### config.mk
export PLATFORM = sky130hd
export DESIGN_NAME = input_debouncer
export DESIGN_NICKNAME = d
export VERILOG_FILES = /design/src/rtl/input_debouncer_pkg.sv /design/src/rtl/input_debouncer_sync_ff_chain.sv /design/src/rtl/input_debouncer.sv
export SDC_FILE = /design/constraint.sdc
export NUM_CORES = 1
export LEC_CHECK = 0
export CAP_MARGIN = 10
export CELL_PAD_IN_SITES_DETAIL_PLACEMENT = 0
export CELL_PAD_IN_SITES_GLOBAL_PLACEMENT = 1
export CORE_AREA = 2 2 39 41
export DETAILED_ROUTE_END_ITERATION = 8
export DIE_AREA = 0 0 41 43
export PLACE_DENSITY = 0.75
export SYNTH_ARGS = -nofsm -noshare
export SYNTH_HDL_FRONTEND = slang
export SYNTH_SLANG_ARGS = --single-unit
### constraint.sdc
create_clock -name clk -period 2.18 [get_ports clk]
set_input_delay 0.436 -clock clk [delete_from_list [all_inputs] [get_ports clk]]
set_output_delay 0.436 -clock clk [all_outputs]
set_load 0.02 [all_outputs]
### src/rtl/input_debouncer_pkg.sv
// Shared FSM state encoding and glitch-counter width for input_debouncer.
package input_debouncer_pkg;

  typedef enum logic [1:0] {
    STABLE_LO = 2'd0,
    WAIT_HI   = 2'd1,
    STABLE_HI = 2'd2,
    WAIT_LO   = 2'd3
  } state_t;

  localparam int GLITCH_CNT_W = 8;

endpackage

### src/rtl/input_debouncer_sync_ff_chain.sv
// Metastability synchronizer: DEPTH flops in series, async active-low reset to 0.
module sync_ff_chain #(
  parameter int DEPTH = 2
) (
  input  logic clk,
  input  logic rst,
  input  logic i_d,
  output logic o_q
);

  logic [DEPTH-1:0] r_stage;

  always_ff @(posedge clk or negedge rst) begin
    if (!rst) begin
      r_stage <= '0;
    end else begin
      r_stage <= {r_stage[DEPTH-2:0], i_d};
    end
  end

  assign o_q = r_stage[DEPTH-1];

endmodule

### src/rtl/input_debouncer.sv
// Debounces an asynchronous level: synchronize, then require DEBOUNCE_CYCLES steady samples.
// Optional build macro INPUT_DEBOUNCER_GLITCH_CNT_EN adds a saturating rejected-glitch counter.
module input_debouncer
  import input_debouncer_pkg::*;
#(
  parameter int SYNC_STAGES     = 2,
  parameter int DEBOUNCE_CYCLES = 16
) (
  input  logic clk,
  input  logic rst,
  input  logic signal_raw,
  output logic signal_out,
  output logic busy
`ifdef INPUT_DEBOUNCER_GLITCH_CNT_EN
  ,
  output logic [GLITCH_CNT_W-1:0] glitch_count
`endif
);

  localparam int              CNT_W    = $clog2(DEBOUNCE_CYCLES + 1);
  localparam logic [CNT_W-1:0] CNT_ONE  = CNT_W'(1);
  localparam logic [CNT_W-1:0] CNT_LAST = CNT_W'(DEBOUNCE_CYCLES - 1);
  localparam bit              SINGLE   = (DEBOUNCE_CYCLES == 1);

  logic             w_sync_q;
  logic             w_reject;
  logic             w_cnt_done;
  state_t           r_state;
  logic [CNT_W-1:0] r_cnt;
  logic             r_out;
  logic             r_busy;

  sync_ff_chain #(
    .DEPTH(SYNC_STAGES)
  ) u_sync (
    .clk(clk),
    .rst(rst),
    .i_d(signal_raw),
    .o_q(w_sync_q)
  );

  // The entry edge already counts as the first qualifying sample, so the last
  // increment happens when the stored count is DEBOUNCE_CYCLES-1.
  assign w_cnt_done = (r_cnt == CNT_LAST);
  assign w_reject   = ((r_state == WAIT_HI) && !w_sync_q) ||
                      ((r_state == WAIT_LO) &&  w_sync_q);

  always_ff @(posedge clk or negedge rst) begin
    if (!rst) begin
      r_state <= STABLE_LO;
      r_cnt   <= '0;
      r_out   <= 1'b0;
      r_busy  <= 1'b0;
    end else begin
      case (r_state)
        STABLE_LO: begin
          if (w_sync_q) begin
            if (SINGLE) begin
              r_state <= STABLE_HI;
              r_out   <= 1'b1;
            end else begin
              r_state <= WAIT_HI;
              r_cnt   <= CNT_ONE;
              r_busy  <= 1'b1;
            end
          end
        end
        WAIT_HI: begin
          if (!w_sync_q) begin
            r_state <= STABLE_LO;
            r_cnt   <= '0;
            r_busy  <= 1'b0;
          end else if (w_cnt_done) begin
            r_state <= STABLE_HI;
            r_out   <= 1'b1;
            r_cnt   <= '0;
            r_busy  <= 1'b0;
          end else begin
            r_cnt <= r_cnt + CNT_ONE;
          end
        end
        STABLE_HI: begin
          if (!w_sync_q) begin
            if (SINGLE) begin
              r_state <= STABLE_LO;
              r_out   <= 1'b0;
            end else begin
              r_state <= WAIT_LO;
              r_cnt   <= CNT_ONE;
              r_busy  <= 1'b1;
            end
          end
        end
        WAIT_LO: begin
          if (w_sync_q) begin
            r_state <= STABLE_HI;
            r_cnt   <= '0;
            r_busy  <= 1'b0;
          end else if (w_cnt_done) begin
            r_state <= STABLE_LO;
            r_out   <= 1'b0;
            r_cnt   <= '0;
            r_busy  <= 1'b0;
          end else begin
            r_cnt <= r_cnt + CNT_ONE;
          end
        end
        default: begin
          r_state <= STABLE_LO;
          r_cnt   <= '0;
          r_out   <= 1'b0;
          r_busy  <= 1'b0;
        end
      endcase
    end
  end

  assign signal_out = r_out;
  assign busy       = r_busy;

`ifdef INPUT_DEBOUNCER_GLITCH_CNT_EN
  logic [GLITCH_CNT_W-1:0] r_glitch_cnt;

  always_ff @(posedge clk or negedge rst) begin
    if (!rst) begin
      r_glitch_cnt <= '0;
    end else if (w_reject && (r_glitch_cnt != '1)) begin
      r_glitch_cnt <= r_glitch_cnt + GLITCH_CNT_W'(1);
    end
  end

  assign glitch_count = r_glitch_cnt;
`else
  logic w_unused_reject;
  assign w_unused_reject = w_reject;
`endif

endmodule

==> impl_metrics.tcl, run 1 <==
set metrics [dict create \
    outcome "finished, final reports clean" \
    hpwlAfterDp_um 656 \
    io-pin-count 5 \
    yosysTopAreaCell "dfrtp_1" \
    hp-start "u_sync.r_stage[0]" \
    finalHoldWorstSlack_ps 355 \
    numCtsBuffers 3 \
    hp-class "flip-flop to flip-flop" \
    vias 378 \
    clk_pin_slew_ps 70 \
    max_freq_mhz 593 \
    drc 0 \
    skew_ps 1.91 \
    drtIter0Drc 6 \
    fin_util 0.426 \
    avgViaCountPerCell 5.32 \
    grt_max_degree 12 \
    switching_power_mw 0.107 \
    synthArstFlopShare 1.00 \
    swShare 0.260 \
    fp.dieW_um 41 \
    crit_path_cell_trace "clkdlybuf4s50_1" \
    cts_hold_buf 0 \
    port_buffers 4 \
    period_share 0.774 \
    p_leak_nw 0.245 \
    gr-usage-all-layers 0.133 \
    combinationalPowerShare 0.099 \
    insertion_delay_ps 270 \
    startpoint_type "flip-flop" \
    slowest_delay_ps 610 \
    p_per_area_nw_per_um2 698 \
    critical_path_required_ps 1740 \
    crit_arrival_ps 1250 \
    wl_per_cell_um 12.5 \
    postSynthAreaPerCell_um2 10.7 \
    cts_setup_buffers 0 \
    setup_tns_ps 0 \
    hold_violations 0 \
    r2r-start "r_cnt[0]" \
    place_ws_ps 725 \
    seq_area_frac_synth 0.547 \
    cts-resized-gates 0 \
    synth-compound-area-share 0.149 \
    drive_above_1_share 0.109 \
    insertedDiodeCount 0 \
    worstHoldPathCells 0 \
    synth_fa_ha_area_frac 0.0249 \
    cts-htree-levels 1 \
    p_int_mw 0.304 \
    die_area_um2 1760 \
    vdd_drop_max_mv 0.318 \
    yosysTopAreaCellShare 0.547 \
    period_minus_slack_ps 1690 \
    p_seq_frac 0.549 \
    syn-cell-area_um2 503 \
    num_rows 14 \
    slew_violations 0 \
    worst-path-buf-inv 1 \
    setup_viol_count_final 0 \
    clockBufferDepth 2 \
    slew_headroom 0.629 \
    worst_path_max_delay_cell "clkdlybuf4s50_1" \
    grt.overflow.total 0 \
    ant_nets 0 \
    start_util 0.363 \
    muxShareOfSynthArea 0.0224 \
    rrSetupSlack_ps 720 \
    worst_slack_ps 493 \
    core_area_um2 1380 \
    max-cap-violations 0 \
    syn_inst 47 \
    grt_pass1_wl_um 1480 \
    nFillCells 142 \
    ys.flop_type "dfrtp_1" \
    cts_tree "built" \
    cp_max_fo 3 \
    synth_top_family_by_area "simple AND/OR/NAND/NOR gates" \
    tightest_slew_ps 552 \
    synth_xor_area_frac 0.0348 \
    gp_congestion 0.742 \
    synth_fp_nets 51 \
    synthToLayoutAreaGrowth_pct 17.2 \
    synth-edff-count 0 \
    synthTopCellsByArea "dfrtp_1 55%, nand3_1 7.0%, o211ai_1 4.5%" \
    wirelength_um 885 \
    end_kind "output port" \
    chipHeight_um 43 \
    finalNetCount 60 \
    grt_setup_unrepaired "no" \
    antenna_found_initial 0 \
    first_pass_iters 3 \
    clockPowerShare 0.352 \
    hold_end "u_sync.r_stage[1]" \
    criticalPathCategory "flip-flop to output port" \
    path_delay_family "buffers and inverters" \
    cts_sinks 11 \
    ys_seq_elements 11 \
    yosys_warnings 0 \
    ys_types 21 \
    synthSimpleGateAreaFrac 0.199 \
    grt_pass1_vias 327 \
    reg2reg_depth 4 \
    cts-root-buf "clkbuf_4" \
    p_total_mw 0.411 \
]
[placed cells by master (no fill, tap or decap), drive strengths merged]
cell type,n
nand3,7
ha,1
nor2,3
nor4b,1
a21oi,1
nand2b,1
xor2,1
or4,1
dfrtp,11
a21boi,1
nand4b,1
o21bai,1
inv,3
o211ai,4
xnor2,1
o21ai,4
clkbuf,4
nand3b,1
nand2,3
mux2,1
clkdlybuf4s50,4
[flip-flops by register name (all words and copies together) (netlist names), named ones only]
register,cells
r_state,1
busy,1
r_cnt,5
signal_out,1
u_sync.r_stage,2
[cells in the mapped netlist, types with 3 or more instances]
cell,instances
nor2_1,3
nand2_1,3
inv_1,3
o211ai_1,3
nand3_1,7
dfrtp_1,11
o21ai_0,3
[power groups by stage]
stage          clock [mW]  sequential, mW  combinational (mW)
2_1_floorplan           0           0.230              0.0226
3_3_place_gp            0           0.230              0.0420
3_5_place_dp            0           0.230              0.0417
4_1_cts             0.146           0.226              0.0419
5_1_grt             0.155           0.228              0.0461
6_report            0.145           0.226              0.0407
[stage by stage]
step / instance area [µm²] / std cells
2_1_floorplan: 503 / 47
3_3_place_gp: 563 / 67
3_5_place_dp: 563 / 67
4_1_cts: 589 / 71
5_1_grt: 589 / 71
6_report: 589 / 71
[final cells by class]
type / count / area, µm² / share of cell area
Timing Repair Buffer: 4 / 40.0 / 0.0679
Sequential cell: 11 / 275 / 0.467
Multi-Input combinational cell: 33 / 216 / 0.367
Inverter: 3 / 11.3 / 0.0191
Tap cell: 16 / 20.0 / 0.0340
Clock buffer: 4 / 26.3 / 0.0446
[layer usage]
layer,vias up,part of all wire,track usage
li1,185,-,-
met1,182,0.49,0.187
met2,6,0.44,0.159
met3,5,0.038,0.0471
met4,0,0.035,0.100
met5,-,0,0
[how the worst max path moves through the flow]
stage	start	endpoint	depth (start not counted)
global placement	r_cnt[1]	flip-flop	4
CTS	signal_out	signal_out	1
floorplan	r_cnt[0]	flip-flop	4
global route	busy	busy	1
finish	busy	busy	1
detailed placement	r_cnt[0]	flip-flop	4
[logic make-up after synthesis]
| kind of cell | Yosys count |
|---|---|
| compound gates | 11 |
| simple gates | 18 |
| buf+inv | 3 |
| flops | 11 |
| mux | 1 |
| fa+ha+maj | 1 |
| xor+xnor | 2 |
(Power assumes the default switching activity.)
==> run 2, diff against run 1 <==
- CORE_AREA: 2 2 39 41 -> 2 2 41 43
- DIE_AREA: 0 0 41 43 -> 0 0 43 45
- PLACE_DENSITY: 0.75 -> 0.72
- clock period: 2.18 -> 1.45 ns (I/O delays scaled with it)
==> run 2 against run 1 <==
Design area grew 8.1%. Power grew 51%. Non-clock buffer count grew 6. Clock skew shrank 0.84 ps. Combinational power grew 84%. Via count grew 6.1%. Hold slack lost 45 ps. Cell count grew 8.5%. First-iteration DRC count shrank 100%. Critical path type is now flip-flop to flip-flop. Largest power group unchanged. Highest routed layer unchanged.
==> impl_metrics.tcl, run 2 (synthesis results as in run 1) <==
set metrics [dict create \
    outcome "finished, final reports clean" \
    grt_pass1_vias 386 \
    startpoint_type "flip-flop" \
    start_util 0.342 \
    crit_arrival_ps 1510 \
    drtIter0Drc 0 \
    p_total_mw 0.619 \
    numCtsBuffers 3 \
    fin_util 0.433 \
    multi_input_area_um2 221 \
    clk_pin_slew_ps 70 \
    insertion_delay_ps 270 \
    wirelength_um 909 \
    hold_violations 0 \
    drc 0 \
    fp.dieW_um 43 \
    chipHeight_um 45 \
    slew_headroom 0.825 \
    max_freq_mhz 740 \
    criticalPathCategory "flip-flop to flip-flop" \
    period_share 0.933 \
    p_leak_nw 0.272 \
    stdcell_count 77 \
    place_ws_ps 72.3 \
    first_pass_iters 1 \
    slew_violations 0 \
    ant_nets 0 \
    io-pin-count 5 \
    grt_setup_unrepaired "no" \
    num_rows 14 \
    p_per_area_nw_per_um2 972 \
    tightest_slew_ps 262 \
    port_buffers 4 \
    die_area_um2 1940 \
    nFillCells 157 \
    layout_commonest_cell "dfrtp_1" \
    dp.cells 72 \
    cts-htree-levels 1 \
    max-cap-violations 0 \
    largest_reg_flops 5 \
    avgViaCountPerCell 5.21 \
    mostFrequentLayoutCells "11 x dfrtp_1, 6 x nand3_1, 6 x buf_4" \
    grt_pass1_wl_um 1590 \
    antenna_found_initial 0 \
    cts-root-buf "clkbuf_4" \
    cts_tree "built" \
    setup_tns_ps 0 \
    vias 401 \
    drive_above_1_share 0.213 \
    critical_path_required_ps 1610 \
    gr-usage-all-layers 0.119 \
    gp_congestion 0.748 \
    cts_hold_buf 0 \
    vdd_drop_max_mv 0.541 \
    worst_slack_ps 97.7 \
    period_minus_slack_ps 1350 \
    clockBufferDepth 2 \
    cp_max_fo 4 \
    grt.overflow.total 0 \
    synthToLayoutAreaGrowth_pct 26.6 \
    setup_viol_count_final 0 \
    skew_ps 1.07 \
    hp-class "primary input to asynchronous set/reset pin" \
    hpwlAfterDp_um 671 \
    finalNetCount 66 \
    core_area_um2 1470 \
    grt_max_degree 12 \
    reg_top3 "r_cnt: 5 flops, u_sync.r_stage: 2 flops" \
    cts_sinks 11 \
    largest-register "r_cnt" \
    regArea_um2 275 \
    end_kind "flip-flop" \
    insertedDiodeCount 0 \
    wl_per_cell_um 11.8 \
]
-- run 2: changes by cell type in the layout (fill, tap and decap cells not counted), sizes merged --
cell,previous run,this run
dlygate4sd2,0,2
clkdlybuf4s50,4,2
buf,0,6
-- run 2: area by class of cell --
class | instances | share of cell area
tap | 16 | 0.0314
multi-input combinational | 33 | 0.348
clock buffer | 4 | 0.0413
inverter | 3 | 0.0177
timing repair buffer | 10 | 0.130
sequential | 11 | 0.432
-- run 2: metrics by stage --
stage                     hold slack, ps  area (µm²)
after detailed placement             341         601
after floorplan                    -5.59         503
after CTS                            309         624
after global routing                 333         637
final                                310         637
after global placement               334         601
-- run 2: worst paths after layout --
kind | startpoint | to | slack [ps] | cells after the start
max in group asynchronous | rst | signal_out | 1000 | 2
min reg2reg | u_sync.r_stage[0] | u_sync.r_stage[1] | 350 | 0
max reg2reg | r_cnt[1] | flip-flop | 100 | 4
min | rst | r_cnt[1] | 310 | 2
max | r_cnt[1] | flip-flop | 100 | 4
min in group clk | u_sync.r_stage[0] | u_sync.r_stage[1] | 350 | 0
-- run 2: power by group --
| group | switching (mW) | internal [mW] |
|---|---|---|
| registers | 0.0158 | 0.323 |
| clock network | 0.0986 | 0.107 |
| logic | 0.0371 | 0.0376 |
-- run 2: timing repair --
action,CTS,global route
pin swaps,0,1
hold endpoints to repair,0,0
gates resized for setup,2,1
buffers inserted,0,1
setup endpoints to repair,2,3
-- run 2: critical path: stages (launching register included) --
cell and delay, ps:
dfrtp_1 380, ha_1 210, nand3_2 120, nor2_1 190
mux2_2 350
-- run 2: routing by layer --
metal / share of wire / GRT usage / vias up
li1: - / - / 197
met1: 0.50 / 0.128 / 195
met2: 0.44 / 0.191 / 6
met3: 0.029 / 0.0360 / 3
met4: 0.030 / 0.109 / 0
met5: 0 / 0 / -
==> run 3, diff against run 2 <==
- CORE_AREA: 2 2 41 43 -> 2 2 39 41
- DIE_AREA: 0 0 43 45 -> 0 0 41 43
- DONT_BUFFER_PORTS: not set -> 1
==> run 3 against run 2 <==
Clock skew hardly changed. Largest power group unchanged. Critical path depth stayed put. Via count is 4.7% lower. Core utilization is 0.39 points higher. Design area is 5.1% lower. Sequential cell count stayed put. Highest routed layer unchanged. Die area is 8.9% lower. Clock-buffer cell count stayed put. Global-route usage is 3.6 points higher. Hold slack worse by 260 ps. Setup slack better by 8.8 ps.
==> impl_metrics.tcl, run 3 (synthesis results as in run 1) <==
set metrics [dict create \
    grt_max_degree 12 \
    cts-root-buf "clkbuf_4" \
    wirelength_um 974 \
    slew_headroom 0.671 \
    ant_nets 0 \
    crit_arrival_ps 1500 \
    crit_path_cell_trace "ha_1 -> nand3_2 -> nor2_2 -> mux2_2" \
    avgViaCountPerCell 5.23 \
    wl_per_cell_um 13.3 \
    grt.overflow.total 0 \
    finalNetCount 62 \
    first_pass_iters 4 \
    numCtsBuffers 3 \
    gp_congestion 0.749 \
    largest-register "r_cnt" \
    p_per_area_nw_per_um2 1010 \
    worst_path_max_delay_cell "dfrtp_1" \
    drtIter0Drc 7 \
    insertion_delay_ps 270 \
    period_minus_slack_ps 1340 \
    skew_ps 1.20 \
    grt_pass1_wl_um 1720 \
    cts-htree-levels 1 \
    chipHeight_um 43 \
    core_area_um2 1380 \
    clockBufferDepth 2 \
    io-pin-count 5 \
    slowest_delay_ps 390 \
    cp_max_fo 5 \
    hp-class "primary input to flip-flop" \
    gr-usage-all-layers 0.156 \
    vias 382 \
    clk_pin_slew_ps 60 \
    criticalPathCategory "flip-flop to flip-flop" \
    regArea_um2 275 \
    port_buffers 0 \
    p_leak_nw 0.256 \
    synthToLayoutAreaGrowth_pct 20.1 \
    grt_pass1_vias 401 \
    tightest_slew_ps 491 \
    nFillCells 140 \
    drc 0 \
    start_util 0.363 \
    outcome "finished, final reports clean" \
    vdd_drop_max_mv 0.446 \
    cts_tree "built" \
    grt_setup_unrepaired "no" \
    max_freq_mhz 744 \
    num_rows 14 \
    mostFrequentLayoutCells "11 x dfrtp_1, 6 x nand3_1, 5 x buf_4" \
    die_area_um2 1760 \
    multi_input_area_um2 224 \
    largest_reg_flops 5 \
    fin_util 0.437 \
    end_kind "flip-flop" \
    antenna_found_initial 0 \
    cts_sinks 11 \
    fp.dieW_um 41 \
    drive_above_1_share 0.228 \
    hpwlAfterDp_um 732 \
    setup_tns_ps 0 \
    slew_violations 0 \
    p_total_mw 0.609 \
    max-cap-violations 0 \
    setup_viol_count_final 0 \
    reg_top3 "r_cnt: 5 flops, u_sync.r_stage: 2 flops" \
    startpoint_type "flip-flop" \
    insertedDiodeCount 0 \
    hold_violations 0 \
    layout_commonest_cell "dfrtp_1" \
    critical_path_required_ps 1610 \
    period_share 0.926 \
]
[run 3: cell types whose count changed in the layout (fill, tap and decap cells not counted), sizes merged]
cell,previous run,this run
clkdlybuf4s50,2,0
buf,6,5
dlygate4sd3,0,1
dlygate4sd2,2,0
[run 3: metrics by stage]
| stage | area [µm²] | worst slack (ps) | instances | hold WS, ps |
|---|---|---|---|---|
| floorplan | 503 | 122 | 47 | -5.59 |
| global placement | 561 | 111 | 68 | -5.39 |
| detailed placement | 561 | 53.1 | 68 | -5.36 |
| CTS | 597 | 35.4 | 73 | 37.9 |
| global route | 604 | 15.7 | 73 | 33.1 |
| finish | 604 | 107 | 73 | 45.5 |
[run 3: worst max-delay path, delay by kind of cell (launching register included)]
kind                       cells  cell delay, ps
DFF                            1             390
muxes                          1             330
and+or+nand+nor                2             300
adders and majority gates      1             210
[run 3: repair_timing]
action | 4_1_cts | 5_1_grt
resized for setup | 0 | 2
buffers inserted | 0 | 0
endpoints found under the hold margin | 11 | 0
endpoints found under the setup margin | 0 | 1
hold buffers | 1 | 0
[run 3: where the power goes]
| part | internal (mW) | switching [mW] |
|---|---|---|
| Sequential | 0.323 | 0.0200 |
| Combinational | 0.0271 | 0.0324 |
| Clock | 0.107 | 0.0991 |
[run 3: area by class of cell]
class                           count  area share
Sequential cell                    11       0.455
Multi-Input combinational cell     33       0.371
Timing Repair Buffer                6      0.0787
Clock buffer                        4      0.0435
Tap cell                           16      0.0331
Inverter                            3      0.0186
[run 3: path summary, 6_finish.rpt]
path	from	end	slack, ps	cells after the start
setup reg to reg	r_cnt[0]	flip-flop	110	4
hold reg to reg	u_sync.r_stage[0]	u_sync.r_stage[1]	380	0
min in group asynchronous	rst	r_cnt[4]	420	1
setup / recovery	r_cnt[0]	flip-flop	110	4
hold / removal	signal_raw	u_sync.r_stage[0]	50	0
max in group asynchronous	rst	signal_out	700	1
[run 3: metal layers]
| metal | vias up | GRT usage | part of all wire |
|---|---|---|---|
| met5 | - | 0 | 0 |
| met4 | 0 | 0.100 | 0.028 |
| met3 | 3 | 0.0471 | 0.023 |
| met2 | 5 | 0.209 | 0.49 |
| met1 | 184 | 0.209 | 0.46 |
| li1 | 190 | - | - |
